[config.mk]
export PLATFORM = sky130hd
export DESIGN_NAME = i2s_tx
export DESIGN_NICKNAME = d
export VERILOG_FILES = /design/src/rtl/sample_pkg.sv /design/src/rtl/i2s_clk_gen.sv /design/src/rtl/i2s_tx.sv
export SDC_FILE = /design/constraint.sdc
export NUM_CORES = 1
export LEC_CHECK = 0
export ABC_AREA = 1
export CORE_UTILIZATION = 54
export CTS_CLUSTER_DIAMETER = 200
export DETAILED_ROUTE_END_ITERATION = 6
export GPL_TIMING_DRIVEN = 0
export PLACE_DENSITY = 0.84
export SYNTH_ARGS = -nofsm -noshare
export SYNTH_HDL_FRONTEND = slang
export SYNTH_HIERARCHICAL = 1
export SYNTH_SLANG_ARGS = --single-unit
[constraint.sdc]
create_clock -name clk -period 2.5 [get_ports clk]
set_clock_uncertainty 0.1 [all_clocks]
set_input_delay 0.5 -clock clk [delete_from_list [all_inputs] [get_ports clk]]
set_output_delay 0.5 -clock clk [all_outputs]
set_load 0.05 [all_outputs]
[src/rtl/sample_pkg.sv]
// -----------------------------------------------------------------------------
// sample_pkg
//   Shared types and defaults for the pedal-chain audio path.
//   - sample_t        : signed audio sample as it travels between effect stages
//   - I2S_* constants : default geometry of the I2S output link
//   - width_of()      : counter width helper that never returns zero
// -----------------------------------------------------------------------------
package sample_pkg;

    localparam int I2S_DATA_WIDTH = 8;
    localparam int I2S_SLOT_WIDTH = 32;
    localparam int I2S_SCLK_DIV   = 4;

    typedef logic signed [I2S_DATA_WIDTH-1:0] sample_t;

    // Bits needed to hold the values 0..n-1, at least one bit.
    function automatic int width_of(input int n);
        return (n > 1) ? $clog2(n) : 1;
    endfunction

endpackage

[src/rtl/i2s_clk_gen.sv]
// -----------------------------------------------------------------------------
// i2s_clk_gen
//   Bit clock / word select generator for the I2S transmitter.
//   Ports:
//     clk, rst     : system clock, asynchronous active-high reset
//     sclk         : I2S bit clock (registered)
//     lrclk        : I2S word select, 0 = left slot, 1 = right slot (registered)
//     fall_evt     : high on the clk cycle whose edge drives sclk 1->0
//     frame_start  : fall_evt that begins a new frame (bit counter wraps to 0)
//     slot_pos     : bit position within the slot that the fall edge starts
// -----------------------------------------------------------------------------
module i2s_clk_gen
    import sample_pkg::*;
#(
    parameter  int SLOT_WIDTH = I2S_SLOT_WIDTH,
    parameter  int SCLK_DIV   = I2S_SCLK_DIV,
    localparam int POS_W      = width_of(SLOT_WIDTH)
) (
    input  logic             clk,
    input  logic             rst,
    output logic             sclk,
    output logic             lrclk,
    output logic             fall_evt,
    output logic             frame_start,
    output logic [POS_W-1:0] slot_pos
);

    localparam int DIV_W = width_of(SCLK_DIV);
    localparam int CNT_W = width_of(2 * SLOT_WIDTH);

    localparam logic [DIV_W-1:0] DIV_LAST = DIV_W'(SCLK_DIV - 1);
    localparam logic [CNT_W-1:0] CNT_LAST = CNT_W'(2 * SLOT_WIDTH - 1);
    localparam logic [CNT_W-1:0] SLOT_N   = CNT_W'(SLOT_WIDTH);

    logic [DIV_W-1:0] div_cnt;
    logic [CNT_W-1:0] bit_cnt;
    logic [CNT_W-1:0] bit_cnt_next;
    logic             div_tc;

    assign div_tc       = (div_cnt == DIV_LAST);
    assign fall_evt     = div_tc & sclk;
    assign bit_cnt_next = (bit_cnt == CNT_LAST) ? '0 : bit_cnt + 1'b1;
    assign frame_start  = fall_evt & (bit_cnt_next == '0);

    // Position inside the current slot; the right slot reuses 0..SLOT_WIDTH-1.
    assign slot_pos = (bit_cnt_next >= SLOT_N) ? POS_W'(bit_cnt_next - SLOT_N)
                                               : POS_W'(bit_cnt_next);

    // Reset parks the bit counter on the last bit of the right slot, so the
    // first fall event after reset wraps it to 0 and starts a fresh frame.
    // NOTE: state registers use non-blocking assignments so every flop samples
    // pre-edge values; blocking here would create order-dependent simulation.
    always_ff @(posedge clk or posedge rst) begin
        if (rst) begin
            div_cnt <= '0;
            sclk    <= 1'b0;
            bit_cnt <= CNT_LAST;
            lrclk   <= 1'b1;
        end else begin
            if (div_tc) begin
                div_cnt <= '0;
                sclk    <= ~sclk;
            end else begin
                div_cnt <= div_cnt + 1'b1;
            end
            if (fall_evt) begin
                bit_cnt <= bit_cnt_next;
                lrclk   <= (bit_cnt_next >= SLOT_N);
            end
        end
    end

endmodule

[src/rtl/i2s_tx.sv]
// -----------------------------------------------------------------------------
// i2s_tx
//   Mono I2S transmitter at the tail of the effect chain. Each audio frame the
//   sample held in a one-entry buffer is loaded and sent MSB-first, with the
//   standard one-bit delay and zero padding, on both the left and right slots.
//   Ports:
//     clk, rst    : system clock, asynchronous active-high reset
//     data_i      : signed sample from the effect chain
//     vld_i       : single-cycle strobe qualifying data_i (no backpressure)
//     mute        : 1 = load zero samples instead of audio
//     sclk        : I2S bit clock, period 2*SCLK_DIV clk cycles
//     lrclk       : I2S word select, 0 = left slot, 1 = right slot
//     sdata       : I2S serial data, changes on sclk falling edges
//     frame_o     : one-cycle pulse when a frame sample is loaded
//     underrun_o  : one-cycle pulse, frame load found the buffer empty
//     overrun_o   : one-cycle pulse, vld_i replaced an unconsumed sample
// -----------------------------------------------------------------------------
module i2s_tx
    import sample_pkg::*;
#(
    parameter int DATA_WIDTH = I2S_DATA_WIDTH,
    parameter int SLOT_WIDTH = I2S_SLOT_WIDTH,
    parameter int SCLK_DIV   = I2S_SCLK_DIV
) (
    input  logic                  clk,
    input  logic                  rst,
    input  logic [DATA_WIDTH-1:0] data_i,
    input  logic                  vld_i,
    input  logic                  mute,
    output logic                  sclk,
    output logic                  lrclk,
    output logic                  sdata,
    output logic                  frame_o,
    output logic                  underrun_o,
    output logic                  overrun_o
);

    localparam int POS_W = width_of(SLOT_WIDTH);

    generate
        if (SLOT_WIDTH < DATA_WIDTH + 1) begin : g_bad_slot
            $error("i2s_tx: SLOT_WIDTH must be at least DATA_WIDTH+1");
        end
        if (SCLK_DIV < 1) begin : g_bad_div
            $error("i2s_tx: SCLK_DIV must be at least 1");
        end
    endgenerate

    logic             fall_evt;
    logic             frame_start;
    logic [POS_W-1:0] slot_pos;

    logic [DATA_WIDTH-1:0] hold;
    logic                  hold_full;
    logic [DATA_WIDTH-1:0] frame_reg;
    logic [SLOT_WIDTH-1:0] slot_word;
    logic                  sdata_bit;

    i2s_clk_gen #(
        .SLOT_WIDTH (SLOT_WIDTH),
        .SCLK_DIV   (SCLK_DIV)
    ) u_clk_gen (
        .clk         (clk),
        .rst         (rst),
        .sclk        (sclk),
        .lrclk       (lrclk),
        .fall_evt    (fall_evt),
        .frame_start (frame_start),
        .slot_pos    (slot_pos)
    );

    // Slot image indexed by SLOT_WIDTH-1-p: bit p=0 is the I2S delay bit (0),
    // p=1..DATA_WIDTH carry the sample MSB-first, the rest is zero padding.
    assign slot_word = SLOT_WIDTH'(frame_reg) << (SLOT_WIDTH - 1 - DATA_WIDTH);
    assign sdata_bit = slot_word[POS_W'(SLOT_WIDTH - 1) - slot_pos];

    // sdata at a frame start is always the delay bit, so using the pre-load
    // frame_reg on that edge is harmless.
    // NOTE: the holding buffer is a single register, not a memory array, so it
    // is given a defined reset value along with the rest of the state.
    always_ff @(posedge clk or posedge rst) begin
        if (rst) begin
            sdata      <= 1'b0;
            frame_o    <= 1'b0;
            underrun_o <= 1'b0;
            overrun_o  <= 1'b0;
            hold       <= '0;
            hold_full  <= 1'b0;
            frame_reg  <= '0;
        end else begin
            frame_o    <= frame_start;
            underrun_o <= frame_start & ~hold_full;
            // A write landing on the load cycle refills a buffer that is
            // being drained in the same edge, so it is not an overrun.
            overrun_o  <= vld_i & hold_full & ~frame_start;

            if (fall_evt) begin
                sdata <= sdata_bit;
            end

            if (frame_start) begin
                if (mute) begin
                    frame_reg <= '0;
                end else if (hold_full) begin
                    frame_reg <= hold;
                end
            end

            if (vld_i) begin
                hold      <= data_i;
                hold_full <= 1'b1;
            end else if (frame_start) begin
                hold_full <= 1'b0;
            end
        end
    end

endmodule

==> summary.md <==
| Metric | Value |
|---|---|
| Largest area contributor in the netlist | `dfrtp_1` |
| Maximum vdd drop | `432 µV` |
| Post-synth EDFFs | `0` |
| Number of diodes | `0` |
| Final worst slack | `0.163 ns` |
| WL/cell | `11.5 µm` |
| HP Class | `in2reg` |
| Final period utilization | `93.5%` |
| Syn Inst Count | `182` |
| Sw frac | `23.6%` |
| Hold Violations, Final | `0` |
| Vias in the first global route | `1105` |
| Chip Width | `54.5 µm` |
| Power density over cell area | `520 mW/mm²` |
| Startpoint types | `register` |
| Reg clk slew, reported paths | `0.10 ns` |
| Worst Setup Path Type | `reg2reg` |
| Gate power share | `5.4%` |
| WL final | `2710 µm` |
| Core area | `0.00254 mm²` |
| Setup violators final | `0` |
| Setup tns final | `0 ns` |
| Insertion delay to the later sink of the worst-skew pair | `0.34 ns` |
| Final min period | `2.34 ns` |
| Bufs on Longest Clock Path | `2` |
| CTS tree | `done` |
| Worst path top cell family by delay | `simple AND/OR/NAND/NOR gates` |
| Ratio of cells with drive above 1 in the final layout | `17.0%` |
| Cell area after layout | `0.00176 mm²` |
| CP most frequent cell | `nand2_2` |
| Filler instances | `211` |
| Worst-path cell chain | `ha_2 > nand2_2 > nor2_4 > nand2_2 > nand3_2 > nand2_1 > nor2_2 > inv_1 > a21oi_4 > buf_6 > nand3_1 > o21ai_0` |
| Postcts setup bufs | `0` |
| Top cells by count, synth | `58 x nand2_1, 24 x dfrtp_1, 21 x inv_1` |
| Outcome | `complete, no violations` |
| Async SR Flop Fraction | `100%` |
| Placed cells | `228` |
| Max incr delay on CP | `0.60 ns` |
| Total CTS buffers | `5` |
| CP max FO | `10` |
| H-tree levels | `2` |
| Worst slew pin tran | `0.775 ns` |
| Initial antenna violation count | `0` |
| Synth-to-layout area growth | `18.5%` |
| Leak pwr | `0.863 nW` |
| Root buffer cell | `clkbuf_4` |
| Worst Path Buf+Inv | `2` |
| Cell Count, Final, Fillers Out | `236` |
| Mapped cell area | `0.00149 mm²` |
| Yosys cell types | `20` |
| Largest net degree at the start of global routing | `22` |
| Slowest cell on crit path | `dfstp_2` |
| DRC | `0` |
| Total gr overflow | `0` |
| Pwr Total | `916 µW` |
| Relative slew slack | `48.3%` |
| GRT Total Usage | `22.3%` |
| Synthesized area per cell | `8.17 µm²` |
| Pre-CTS setup slack | `0.0857 ns` |
| Via density per instance | `4.98` |
| Clk pwr share | `37.7%` |
| Most common cell in the netlist | `nand2_1` |
| Vias | `1175` |
| Die height | `54.5 µm` |
| DRT iter0 DRCs | `36` |
| Clock tree sinks | `31` |
| Number of synthesized register bits | `31` |
| Critical Path RT | `2.66 ns` |
| Post-Syn Nets | `196` |
| Routability-driven placement congestion ratio | `0.818` |
| Slew Viols, Final | `0` |
| Fmax | `0.428 GHz` |
| Port bufs | `16` |
| Detailed Routing Iterations Pass 1 | `4` |
| Main flop type after synthesis | `dfrtp_1` |
| Reg power frac | `56.9%` |
| Antenna-violating nets left | `0` |
| Seq/Total Area, Yosys | `52.8%` |
| Net switching power | `216 µW` |
| Share of the synthesized area in the top cell type | `40.4%` |
| Cell Area, Placed | `0.00168 mm²` |
| Initial core utilization | `58.4%` |
| Number of max-cap violations | `0` |
| Rows | `18` |
| RSZ-0062 raised after global routing | `no` |
| Post-cts hold buffer count | `0` |
| Nets | `219` |
| First-pass GRT wire length | `4530 µm` |
| Crit end category | `register` |
| Top post-synthesis cells by area | `dfrtp_1 40%, nand2_1 15%, dfstp_2 12%, inv_1 5.3%, nand3_1 5.1%` |
| Synth Warn # | `6` |
| Dpl hpwl | `2000 µm` |
| Crit path DAT | `2.50 ns` |
| # IOs | `18` |
| Die area | `0.00297 mm²` |
| Total internal power | `700 µW` |
cells by family (layout without fill, tap and decap cells):
logic type / after synthesis / count (layout) / synth area share (%)
DFF: 31 / 31 / 52.8
adders and majority gates: 2 / 2 / 1.68
buffers and inverters: 33 / 57 / 10.7
and+or+nand+nor: 100 / 100 / 28.7
AOI/OAI and AO/OA: 16 / 16 / 6.14
final cells by class:
cell class / instances / area (µm²) / share of cell area (%)
buffer: 8 / 63.8 / 3.62
clock buffer: 7 / 65.1 / 3.69
tap: 30 / 37.5 / 2.13
timing repair buffer: 16 / 160 / 9.09
multi-input combinational: 118 / 548 / 31.1
clock inverter: 1 / 7.51 / 0.426
inverter: 25 / 95.1 / 5.40
sequential: 31 / 785 / 44.5
path summary, 6_finish.rpt:
check / startpoint / endpoint / slack (ns) / cells after the start
worst min register to register: u_clk_gen/div_cnt[0] / u_clk_gen/div_cnt[0] / 0.34 / 1
max in group asynchronous: rst / frame_reg[7] / 1.30 / 2
worst max-delay path: u_clk_gen/bit_cnt[0] / frame_reg[0] / 0.16 / 12
worst min-delay path: vld_i / hold[6] / 0.33 / 3
min in group asynchronous: rst / u_clk_gen/sclk / 0.36 / 2
worst max register to register: u_clk_gen/bit_cnt[0] / frame_reg[0] / 0.16 / 12
stage by stage:
step | util (%) | hold slack (ns)
floorplan | - | 0.235
global placement | 66.2 | 0.313
detailed placement | 66.2 | 0.331
CTS | 69.0 | 0.323
global route | 69.2 | 0.328
finish | 69.2 | 0.328
power groups by stage:
stage / registers (mW) / clock network [mW] / logic, mW
3_5_place_dp: 0.530 / 0 / 0.0507
5_1_grt: 0.522 / 0.371 / 0.0564
2_1_floorplan: 0.531 / 0 / 0.0240
4_1_cts: 0.521 / 0.347 / 0.0508
3_3_place_gp: 0.529 / 0 / 0.0487
6_report: 0.521 / 0.346 / 0.0497
routing by layer:
metal	up-vias	part of all wire (%)	track usage [%]	routed length [µm]
li1	604	-	-	-
met1	551	47	27.1	1260
met2	17	49	36.0	1330
met3	3	3.0	8.33	81
met4	0	1.2	8.55	32
met5	-	0	0	0
placed cells by master (no fill, tap or decap), types with 2 or more instances in the layout:
| cell type | netlist | final |
|---|---|---|
| nand2_1 | 58 | 58 |
| dfrtp_1 | 24 | 24 |
| nand2_2 | 4 | 4 |
| a21oi_1 | 3 | 3 |
| nand3_1 | 15 | 15 |
| inv_2 | 2 | 2 |
| o21ai_0 | 12 | 12 |
| clkbuf_8 | 0 | 2 |
| clkdlybuf4s50_1 | 0 | 16 |
| dfstp_2 | 7 | 7 |
| inv_1 | 21 | 21 |
| clkbuf_4 | 0 | 5 |
| nor2_1 | 17 | 16 |
| buf_4 | 7 | 7 |
| nand4_1 | 3 | 3 |
tightest hold or removal path, stage by stage:
cell	delay [ns]
buf_4	0.13
nand2_1	0.05
nand2_1	0.05
repair_timing:
item / 4_1_cts / 5_1_grt
resized for setup: 0 / 2
endpoints found under the setup margin: 0 / 8
endpoints found under the hold margin: 0 / 0
Power figures use the tool's default switching activity.
